$ cat src/rtl/seq_divider_pkg.sv
// Shared types and sizing for the 6-by-3 bit sequential restoring divider.
package seq_divider_pkg;

    localparam int DVD_W = 6;
    localparam int DVS_W = 3;
    localparam int STEPS = 6;
    localparam int REM_W = DVS_W + 1;
    localparam int CNT_W = 3;

    typedef enum logic [1:0] {
        IDLE,
        RUN,
        DONE
    } state_t;

endpackage

$ cat src/rtl/div_step.sv
// One restoring-division step: shift in the next dividend bit, subtract the
// divisor when it fits, and report whether it did.
module div_step
    import seq_divider_pkg::*;
(
    input  logic [REM_W-1:0] rem_in,
    input  logic             bit_in,
    input  logic [DVS_W-1:0] divisor,
    output logic [REM_W-1:0] rem_out,
    output logic             q_bit
);

    logic [REM_W-1:0] shifted;
    logic [REM_W-1:0] divisor_ext;

    always_comb begin
        shifted     = {rem_in[REM_W-2:0], bit_in};
        divisor_ext = {1'b0, divisor};
        q_bit       = (shifted >= divisor_ext);
        rem_out     = q_bit ? (shifted - divisor_ext) : shifted;
    end

endmodule

$ cat src/rtl/seq_divider.sv
// Sequential 6/3-bit restoring divider, one quotient bit per clock.
// Define SEQ_DIVIDER_DBZ_CHECK_EN to short-circuit divide-by-zero with dbz=1.
module seq_divider
    import seq_divider_pkg::*;
(
    input  logic             clk,
    input  logic             rst,
    input  logic             start,
    input  logic [DVD_W-1:0] dividend,
    input  logic [DVS_W-1:0] divisor,
    output logic             busy,
    output logic             done,
    output logic [DVD_W-1:0] quotient,
    output logic [DVS_W-1:0] remainder,
    output logic             dbz
);

    state_t           state_q, state_d;
    logic [DVD_W-1:0] dvd_q, dvd_d;
    logic [DVS_W-1:0] dvs_q, dvs_d;
    logic [REM_W-1:0] rem_q, rem_d;
    logic [CNT_W-1:0] cnt_q, cnt_d;
    logic [DVD_W-1:0] quotient_q, quotient_d;
    logic [DVS_W-1:0] remainder_q, remainder_d;
    logic             dbz_q, dbz_d;

    logic [REM_W-1:0] step_rem;
    logic             step_bit;

    div_step u_step (
        .rem_in  (rem_q),
        .bit_in  (dvd_q[DVD_W-1]),
        .divisor (dvs_q),
        .rem_out (step_rem),
        .q_bit   (step_bit)
    );

    always_ff @(posedge clk or posedge rst) begin
        if (rst) begin
            state_q     <= IDLE;
            dvd_q       <= '0;
            dvs_q       <= '0;
            rem_q       <= '0;
            cnt_q       <= '0;
            quotient_q  <= '0;
            remainder_q <= '0;
            dbz_q       <= 1'b0;
        end else begin
            state_q     <= state_d;
            dvd_q       <= dvd_d;
            dvs_q       <= dvs_d;
            rem_q       <= rem_d;
            cnt_q       <= cnt_d;
            quotient_q  <= quotient_d;
            remainder_q <= remainder_d;
            dbz_q       <= dbz_d;
        end
    end

    // The dividend register doubles as the quotient accumulator: each step
    // shifts out the next dividend bit and shifts in the new quotient bit.
    always_comb begin
        state_d     = state_q;
        dvd_d       = dvd_q;
        dvs_d       = dvs_q;
        rem_d       = rem_q;
        cnt_d       = cnt_q;
        quotient_d  = quotient_q;
        remainder_d = remainder_q;
        dbz_d       = dbz_q;

        case (state_q)
            IDLE, DONE: begin
                if (start) begin
                    dvd_d   = dividend;
                    dvs_d   = divisor;
                    rem_d   = '0;
                    cnt_d   = '0;
                    state_d = RUN;
                end else begin
                    state_d = IDLE;
                end
            end
            RUN: begin
`ifdef SEQ_DIVIDER_DBZ_CHECK_EN
                if (dvs_q == '0) begin
                    quotient_d  = '1;
                    remainder_d = '0;
                    dbz_d       = 1'b1;
                    state_d     = DONE;
                end else
`endif
                begin
                    dvd_d = {dvd_q[DVD_W-2:0], step_bit};
                    rem_d = step_rem;
                    cnt_d = cnt_q + 1'b1;
                    if (cnt_q == CNT_W'(STEPS - 1)) begin
                        quotient_d  = {dvd_q[DVD_W-2:0], step_bit};
                        remainder_d = step_rem[DVS_W-1:0];
                        dbz_d       = 1'b0;
                        state_d     = DONE;
                    end
                end
            end
            default: state_d = IDLE;
        endcase
    end

    assign busy      = (state_q == RUN);
    assign done      = (state_q == DONE);
    assign quotient  = quotient_q;
    assign remainder = remainder_q;
    assign dbz       = dbz_q;

endmodule

$ cat config.mk
export PLATFORM = sky130hd
export DESIGN_NAME = seq_divider
export DESIGN_NICKNAME = d
export VERILOG_FILES = /design/src/rtl/seq_divider_pkg.sv /design/src/rtl/div_step.sv /design/src/rtl/seq_divider.sv
export SDC_FILE = /design/constraint.sdc
export NUM_CORES = 1
export LEC_CHECK = 0
export CAP_MARGIN = 20
export CORE_UTILIZATION = 50
export CTS_BUF_LIST = sky130_fd_sc_hd__clkbuf_16
export CTS_CLUSTER_SIZE = 16
export DETAILED_ROUTE_END_ITERATION = 10
export GPL_ROUTABILITY_DRIVEN = 0
export PLACE_DENSITY = 0.77
export SYNTH_ARGS = -nofsm -noshare
export SYNTH_HDL_FRONTEND = slang
export SYNTH_SLANG_ARGS = --single-unit
$ cat constraint.sdc
create_clock -name clk -period 2.6 [get_ports clk]
set_input_delay 0.78 -clock clk [delete_from_list [all_inputs] [get_ports clk]]
set_output_delay 0.78 -clock clk [all_outputs]
set_load 0.02 [all_outputs]
==> flow_metrics.py, run 1 <==
metrics = {
    "final_layout": {
        "final_cell_count_no_fill": 188,
        "drive_gt1_share_pct": 5.63,
        "post-route-cell-area_sq_um": 1600,
        "diodes": 0,
        "layout-area-overhead-vs-synth_pct": 25.9,
        "total_number_of_nets_in_the_final_design": 180,
    },
    "sta": {
        "clock.fmax_ghz": 0.420,
        "final_worst_path_period_need_ns": 2.38,
        "fin_crit_sh_pct": 91.6,
        "finalClockSkew_ns": 0.00136,
        "finalSetupViolations": 0,
        "worst_slack_ns": 0.217,
        "max_slew_margin_pct": 65.8,
        "final-max-slew-violation-count": 0,
        "hold_viol": 0,
        "hold_slack_ns": 0.473,
        "tightestPinTransition_ns": 0.513,
        "tns_ns": 0,
        "grt_setup_unrepaired": "no",
    },
    "power_and_ir_drop": {
        "internal-power_mw": 1.28,
        "sequentialPowerShare_pct": 34.4,
        "switching_power_mw": 0.867,
        "irDropWorstVdd_v": 0.000885,
        "clock_power_share_pct": 15.3,
        "p_comb_share_pct": 50.4,
        "netSwitchingFraction_pct": 40.4,
        "leakage_nw": 0.727,
        "power_density_nw_per_um2": 1340,
    },
    "detailed_routing": {
        "route.met2.wl_um": 1240,
        "total_number_of_vias": 1011,
        "detailed_route_wire_length_per_cell_um": 13.4,
        "detail_route.vias_per_cell": 5.38,
        "detail_route.iter0.violations": 11,
        "highest-signal-layer": "met4",
        "drt_pass1_iterations": 4,
        "met3WireLength_um": 88,
        "drc": 0,
        "routedLengthMet1_um": 1150,
        "ant_nets": 0,
        "wirelength_um": 2520,
    },
    "logic_synthesis": {
        "yosysMostFrequentCell": "nand2_1",
        "ys_types": 26,
        "yosys.area.top_type": "dfrtp_1",
        "synth_top_cells_by_area": "dfrtp_1 51%, nand2_1 12%, o211ai_1 5.3%",
        "synthesis.area_sq_um": 1270,
        "synth.ff_latch_count": 26,
        "synthesis.instances": 138,
        "synthFlopType": "dfrtp_1",
        "post_synth_most_frequent_cells": "42 x nand2_1, 26 x dfrtp_1, 9 x o211ai_1",
        "synth.avg_cell_area_sq_um": 9.21,
        "synth_nets": 156,
        "synth_largest_type_area_fraction_pct": 51.2,
        "synth_sequential_area_ratio_pct": 51.2,
        "synth-async-reset-ratio_pct": 100,
        "synthesis.yosys.warnings": 0,
        "count_of_flip_flops_with_a_built_in_enable_after_synthesis": 0,
    },
    "critical_path": {
        "setup.worst_path.start_class": "register",
        "arrival_ns": 1.60,
        "worstPathCellList": "nand2b_1 > clkinv_1 > clkdlybuf4s50_1",
        "crit_fanout": 8,
        "timing.critical_path.slowest_stage_cell": "clkdlybuf4s50_1",
        "critPathCaptureType": "output pin",
        "worst_r2r_startpoint": "dvd_q[5]$_DFFE_PP0P_",
        "max_stage_delay_ns": 0.60,
        "critPathKind": "reg -> out",
        "worst_setup_path_startpoint": "state_q[0]$_DFFE_PP0P_",
        "crit_required_ns": 1.82,
        "worstRegToRegCells": 7,
    },
    "placed_design": {
        "placed_area_sq_um": 1530,
        "placement_setup_slack_ns": 0.477,
        "place.detailed.hpwl_um": 1860,
        "post-place-cells": 185,
        "portBuffers": 22,
    },
    "clocking": {
        "cts-htree-levels": 1,
        "cts.hold.buffers_added": 0,
        "cts_setup_buffers": 0,
        "numCtsBuffers": 3,
        "number_of_buffers_on_the_longest_clock_path": 2,
        "cts_resized": 0,
        "clkSinkCount": 26,
        "cts-root-buf": "clkbuf_16",
        "cts.clk_slew.worst_paths_ns": 0.06,
        "clkLatencyLatePin_ns": 0.25,
        "cts_tree": "done",
    },
    "global_route": {
        "vias_in_the_first_global_route": 996,
        "global_route.usage.total_pct": 22.2,
        "grt_first_pass_wirelength_um": 4370,
        "grt-ovfl-total": 0,
        "initial_antenna_violation_count": 0,
        "grt_start_max_net_pins": 27,
    },
    "worst_hold_path": {
        "hold_path_depth": 2,
        "hp-start": "quotient[2]$_DFFE_PP0P_",
        "hp-class": "reg -> reg",
    },
    "floorplan": {
        "floorplan.die_area_sq_um": 2750,
        "die_h_um": 52.4,
        "initial_core_util_pct": 55.3,
        "row_count": 17,
        "pin_count": 24,
        "core_footprint_sq_um": 2300,
        "die-width_um": 52.4,
    },
    "status": {
        "status": "finished, final reports clean",
    },
    "run": {
        "drv.max_cap_violation_count": 0,
    },
}
[path summary, 6_finish.rpt]
check                                      endpoint  slack [ns]
max                                            busy        0.22
min                         quotient[2]$_DFFE_PP0P_        0.47
max reg2reg                remainder[0]$_DFFE_PP0P_        0.46
min reg2reg                 quotient[2]$_DFFE_PP0P_        0.47
max in group asynchronous   quotient[4]$_DFFE_PP0P_        1.47
min in group asynchronous   quotient[2]$_DFFE_PP0P_        0.88
[cell usage in the layout (no fill, tap or decap)]
| cell | n |
|---|---|
| nand2_1 | 42 |
| o21ai_0 | 5 |
| nand3b_1 | 3 |
| nand4b_1 | 1 |
| inv_1 | 6 |
| a31oi_1 | 5 |
| o311ai_2 | 1 |
| conb_1 | 1 |
| or4b_1 | 1 |
| o211ai_1 | 9 |
| or2_1 | 1 |
| a211o_4 | 1 |
| xor2_1 | 2 |
| fa_1 | 1 |
| nor2b_1 | 2 |
| nor2_1 | 7 |
| nand3_1 | 7 |
| ha_1 | 5 |
| clkdlybuf4s50_1 | 22 |
| dfrtp_1 | 26 |
| clkinv_1 | 2 |
| nand2b_1 | 2 |
| buf_4 | 4 |
| and3_1 | 1 |
| clkbuf_16 | 3 |
[power groups by stage]
stage                     combinational (mW)  clock, mW  sequential [mW]
final                                   1.08      0.328            0.739
after global routing                    1.24      0.352            0.762
after global placement                  1.04          0            0.738
after CTS                               1.09      0.334            0.739
after detailed placement                1.09          0            0.744
after floorplan                        0.670          0            0.803
[cell families after synthesis]
kind of cell / after synthesis / share of synthesized area, %
DFF: 26 / 51.2
other: 1 / 0.295
xor gates and xnor gates: 2 / 1.38
adders and majority gates: 6 / 6.50
and+or+nand+nor: 67 / 23.4
buffers and inverters: 15 / 4.82
AOI/OAI and AO/OA: 21 / 12.4
[metrics by stage]
stage                     util, %  total power [mW]
after floorplan                 -              1.47
after global placement       66.4              1.78
after detailed placement     66.4              1.83
after CTS                    69.7              2.17
after global routing         69.7              2.35
final                        69.7              2.15
[critical path: cells and delay by family (launching register included)]
kind | cells | cell delay [ns]
flip-flops | 1 | 0.42
buffers and inverters | 2 | 0.81
AND/OR/NAND/NOR | 1 | 0.11
[flip-flops by register name, indices dropped and copies added (netlist names)]
signal / count
rem_q: 3
dvd_q: 6
quotient: 6
remainder: 3
dvs_q: 3
cnt_q: 3
state_q: 2
[routing by layer]
metal | global-route usage (%) | up-vias
li1 | - | 502
met1 | 27.3 | 482
met2 | 38.2 | 23
met3 | 4.35 | 4
met4 | 8.33 | 0
met5 | 0 | -
[cell type report]
type | instances | area [sq um]
clock buffers | 3 | 75.1
inverters | 8 | 30.0
fillers | 174 | 697
multi-input cells | 97 | 559
flip-flops and latches | 26 | 651
well taps | 28 | 35.0
repair buffers | 26 | 250
Note: power is estimated with default switching activity, not from simulation.
==> run 2, diff against run 1 <==
CORE_MARGIN = 2   (was default)
==> flow_metrics.py, run 2 (same netlist as run 1, synthesis figures left out) <==
metrics = {
    "status": {
        "status": "finished, final reports clean",
    },
    "critical_path": {
        "regToRegEndpoint": "remainder[0]$_DFFE_PP0P_",
        "timing.critical_path.slowest_stage_cell": "clkdlybuf4s50_1",
        "crit_fanout": 8,
        "critPathKind": "reg -> out",
        "crit_required_ns": 1.82,
        "worst_setup_path_startpoint": "state_q[0]$_DFFE_PP0P_",
        "max_stage_delay_ns": 0.63,
        "worstPathCellList": "nand2b_1 > clkinv_1 > clkdlybuf4s50_1",
        "setup.worst_path.start_class": "register",
        "endpoint": "busy",
        "critPathCaptureType": "output pin",
        "worst_r2r_startpoint": "dvd_q[5]$_DFFE_PP0P_",
        "arrival_ns": 1.69,
        "worst-r2r-setup-slack_ns": 0.46,
        "worstRegToRegCells": 7,
    },
    "floorplan": {
        "pin_count": 24,
        "floorplan.die_area_sq_um": 2960,
        "die_h_um": 54.4,
        "core_footprint_sq_um": 2430,
        "initial_core_util_pct": 52.3,
        "die-width_um": 54.4,
        "row_count": 18,
    },
    "worst_hold_path": {
        "hp-start": "quotient[4]$_DFFE_PP0P_",
        "hp-class": "reg -> reg",
    },
    "sta": {
        "grt_setup_unrepaired": "no",
        "hold_viol": 0,
        "finalSetupViolations": 0,
        "final-max-slew-violation-count": 0,
        "fin_crit_sh_pct": 95.0,
        "clock.fmax_ghz": 0.405,
        "final_worst_path_period_need_ns": 2.47,
        "tns_ns": 0,
        "finalClockSkew_ns": 0.00401,
        "worst_slack_ns": 0.131,
    },
    "clocking": {
        "numCtsBuffers": 3,
        "cts.clk_slew.worst_paths_ns": 0.07,
        "clkSinkCount": 26,
        "clkLatencyLatePin_ns": 0.26,
        "cts_tree": "done",
        "cts-root-buf": "clkbuf_16",
        "number_of_buffers_on_the_longest_clock_path": 2,
        "cts.hold.buffers_added": 0,
        "cts-htree-levels": 1,
        "cts_setup_buffers": 0,
        "cts_resized": 0,
    },
    "detailed_routing": {
        "detail_route.vias_per_cell": 5.40,
        "total_number_of_vias": 1031,
        "detailed_route_wire_length_per_cell_um": 14.7,
        "drt_pass1_iterations": 4,
        "wirelength_um": 2820,
        "drc": 0,
        "detail_route.iter0.violations": 25,
        "ant_nets": 0,
    },
    "global_route": {
        "global_route.usage.total_pct": 21.7,
        "grt-ovfl-total": 0,
        "vias_in_the_first_global_route": 1017,
        "initial_antenna_violation_count": 0,
        "grt_start_max_net_pins": 27,
        "grt_first_pass_wirelength_um": 4530,
    },
    "final_layout": {
        "diodes": 0,
        "total_number_of_nets_in_the_final_design": 180,
        "post-route-util_pct": 67.1,
        "fillCellCount": 210,
        "layout-area-overhead-vs-synth_pct": 28.4,
        "drive_gt1_share_pct": 6.21,
        "post-route-cell-area_sq_um": 1630,
        "layout_commonest_cell": "nand2_1",
        "layout_common_cells": "42 x nand2_1, 26 x dfrtp_1, 22 x clkdlybuf4s50_1, 9 x o211ai_1",
    },
    "placed_design": {
        "place.detailed.hpwl_um": 1890,
        "placement_setup_slack_ns": 0.481,
        "portBuffers": 22,
        "placed_area_sq_um": 1530,
    },
    "power_and_ir_drop": {
        "power_density_nw_per_um2": 1410,
        "p_total_mw": 2.31,
        "irDropWorstVdd_v": 0.000756,
        "leakage_nw": 0.741,
    },
    "run": {
        "drv.max_cap_violation_count": 0,
    },
}
==> run 2: changes by cell type in the layout (fill, tap and decap cells not counted), sizes merged <==
| cell | change |
|---|---|
| bufinv | +1 |
==> run 2: critical path, delay by kind of cell, from the launching register on <==
| family | cells | cell delay [ns] |
|---|---|---|
| flip-flops | 1 | 0.43 |
| AND/OR/NAND/NOR | 1 | 0.13 |
| buffers and inverters | 2 | 0.87 |
==> run 2: area by class of cell <==
cell class / count / area (sq um) / share of cell area, %
Clock inverter: 1 / 30.0 / 1.84
Multi-Input combinational cell: 97 / 559 / 34.3
Tap cell: 30 / 37.5 / 2.30
Inverter: 8 / 30.0 / 1.84
Timing Repair Buffer: 26 / 250 / 15.3
Sequential cell: 26 / 651 / 39.8
Clock buffer: 3 / 75.1 / 4.60
==> run 2: per-stage QoR <==
| step | instances | hold slack [ns] |
|---|---|---|
| 2_1_floorplan | 138 | 0.452 |
| 6_report | 191 | 0.483 |
| 4_1_cts | 191 | 0.484 |
| 5_1_grt | 191 | 0.512 |
| 3_5_place_dp | 187 | 0.468 |
| 3_3_place_gp | 187 | 0.458 |
==> run 2: report_power, final <==
| part | leakage [nW] | internal [mW] | switching [mW] |
|---|---|---|---|
| clock | 0.0511 | 0.306 | 0.145 |
| sequential | 0.311 | 0.605 | 0.142 |
| combinational | 0.378 | 0.474 | 0.634 |
==> run 2: metal layers <==
metal  track usage (%)  vias up  share of wire [%]
li1                  -      506                  -
met1              28.7      489                 44
met2              34.7       32                 51
met3              3.83        4                3.9
met4              9.17        0               0.75
met5                 0        -                  0
==> run 2: worst min-delay path by stage <==
| stage | end | slack [ns] | depth (start not counted) |
|---|---|---|---|
| floorplan | dvs_q[0]$_DFFE_PP0N_ | 0.45 | 2 |
| global placement | quotient[5]$_DFFE_PP0P_ | 0.46 | 2 |
| detailed placement | quotient[4]$_DFFE_PP0P_ | 0.47 | 2 |
| CTS | quotient[4]$_DFFE_PP0P_ | 0.48 | 2 |
| global route | quotient[4]$_DFFE_PP0P_ | 0.51 | 2 |
| finish | quotient[4]$_DFFE_PP0P_ | 0.48 | 2 |
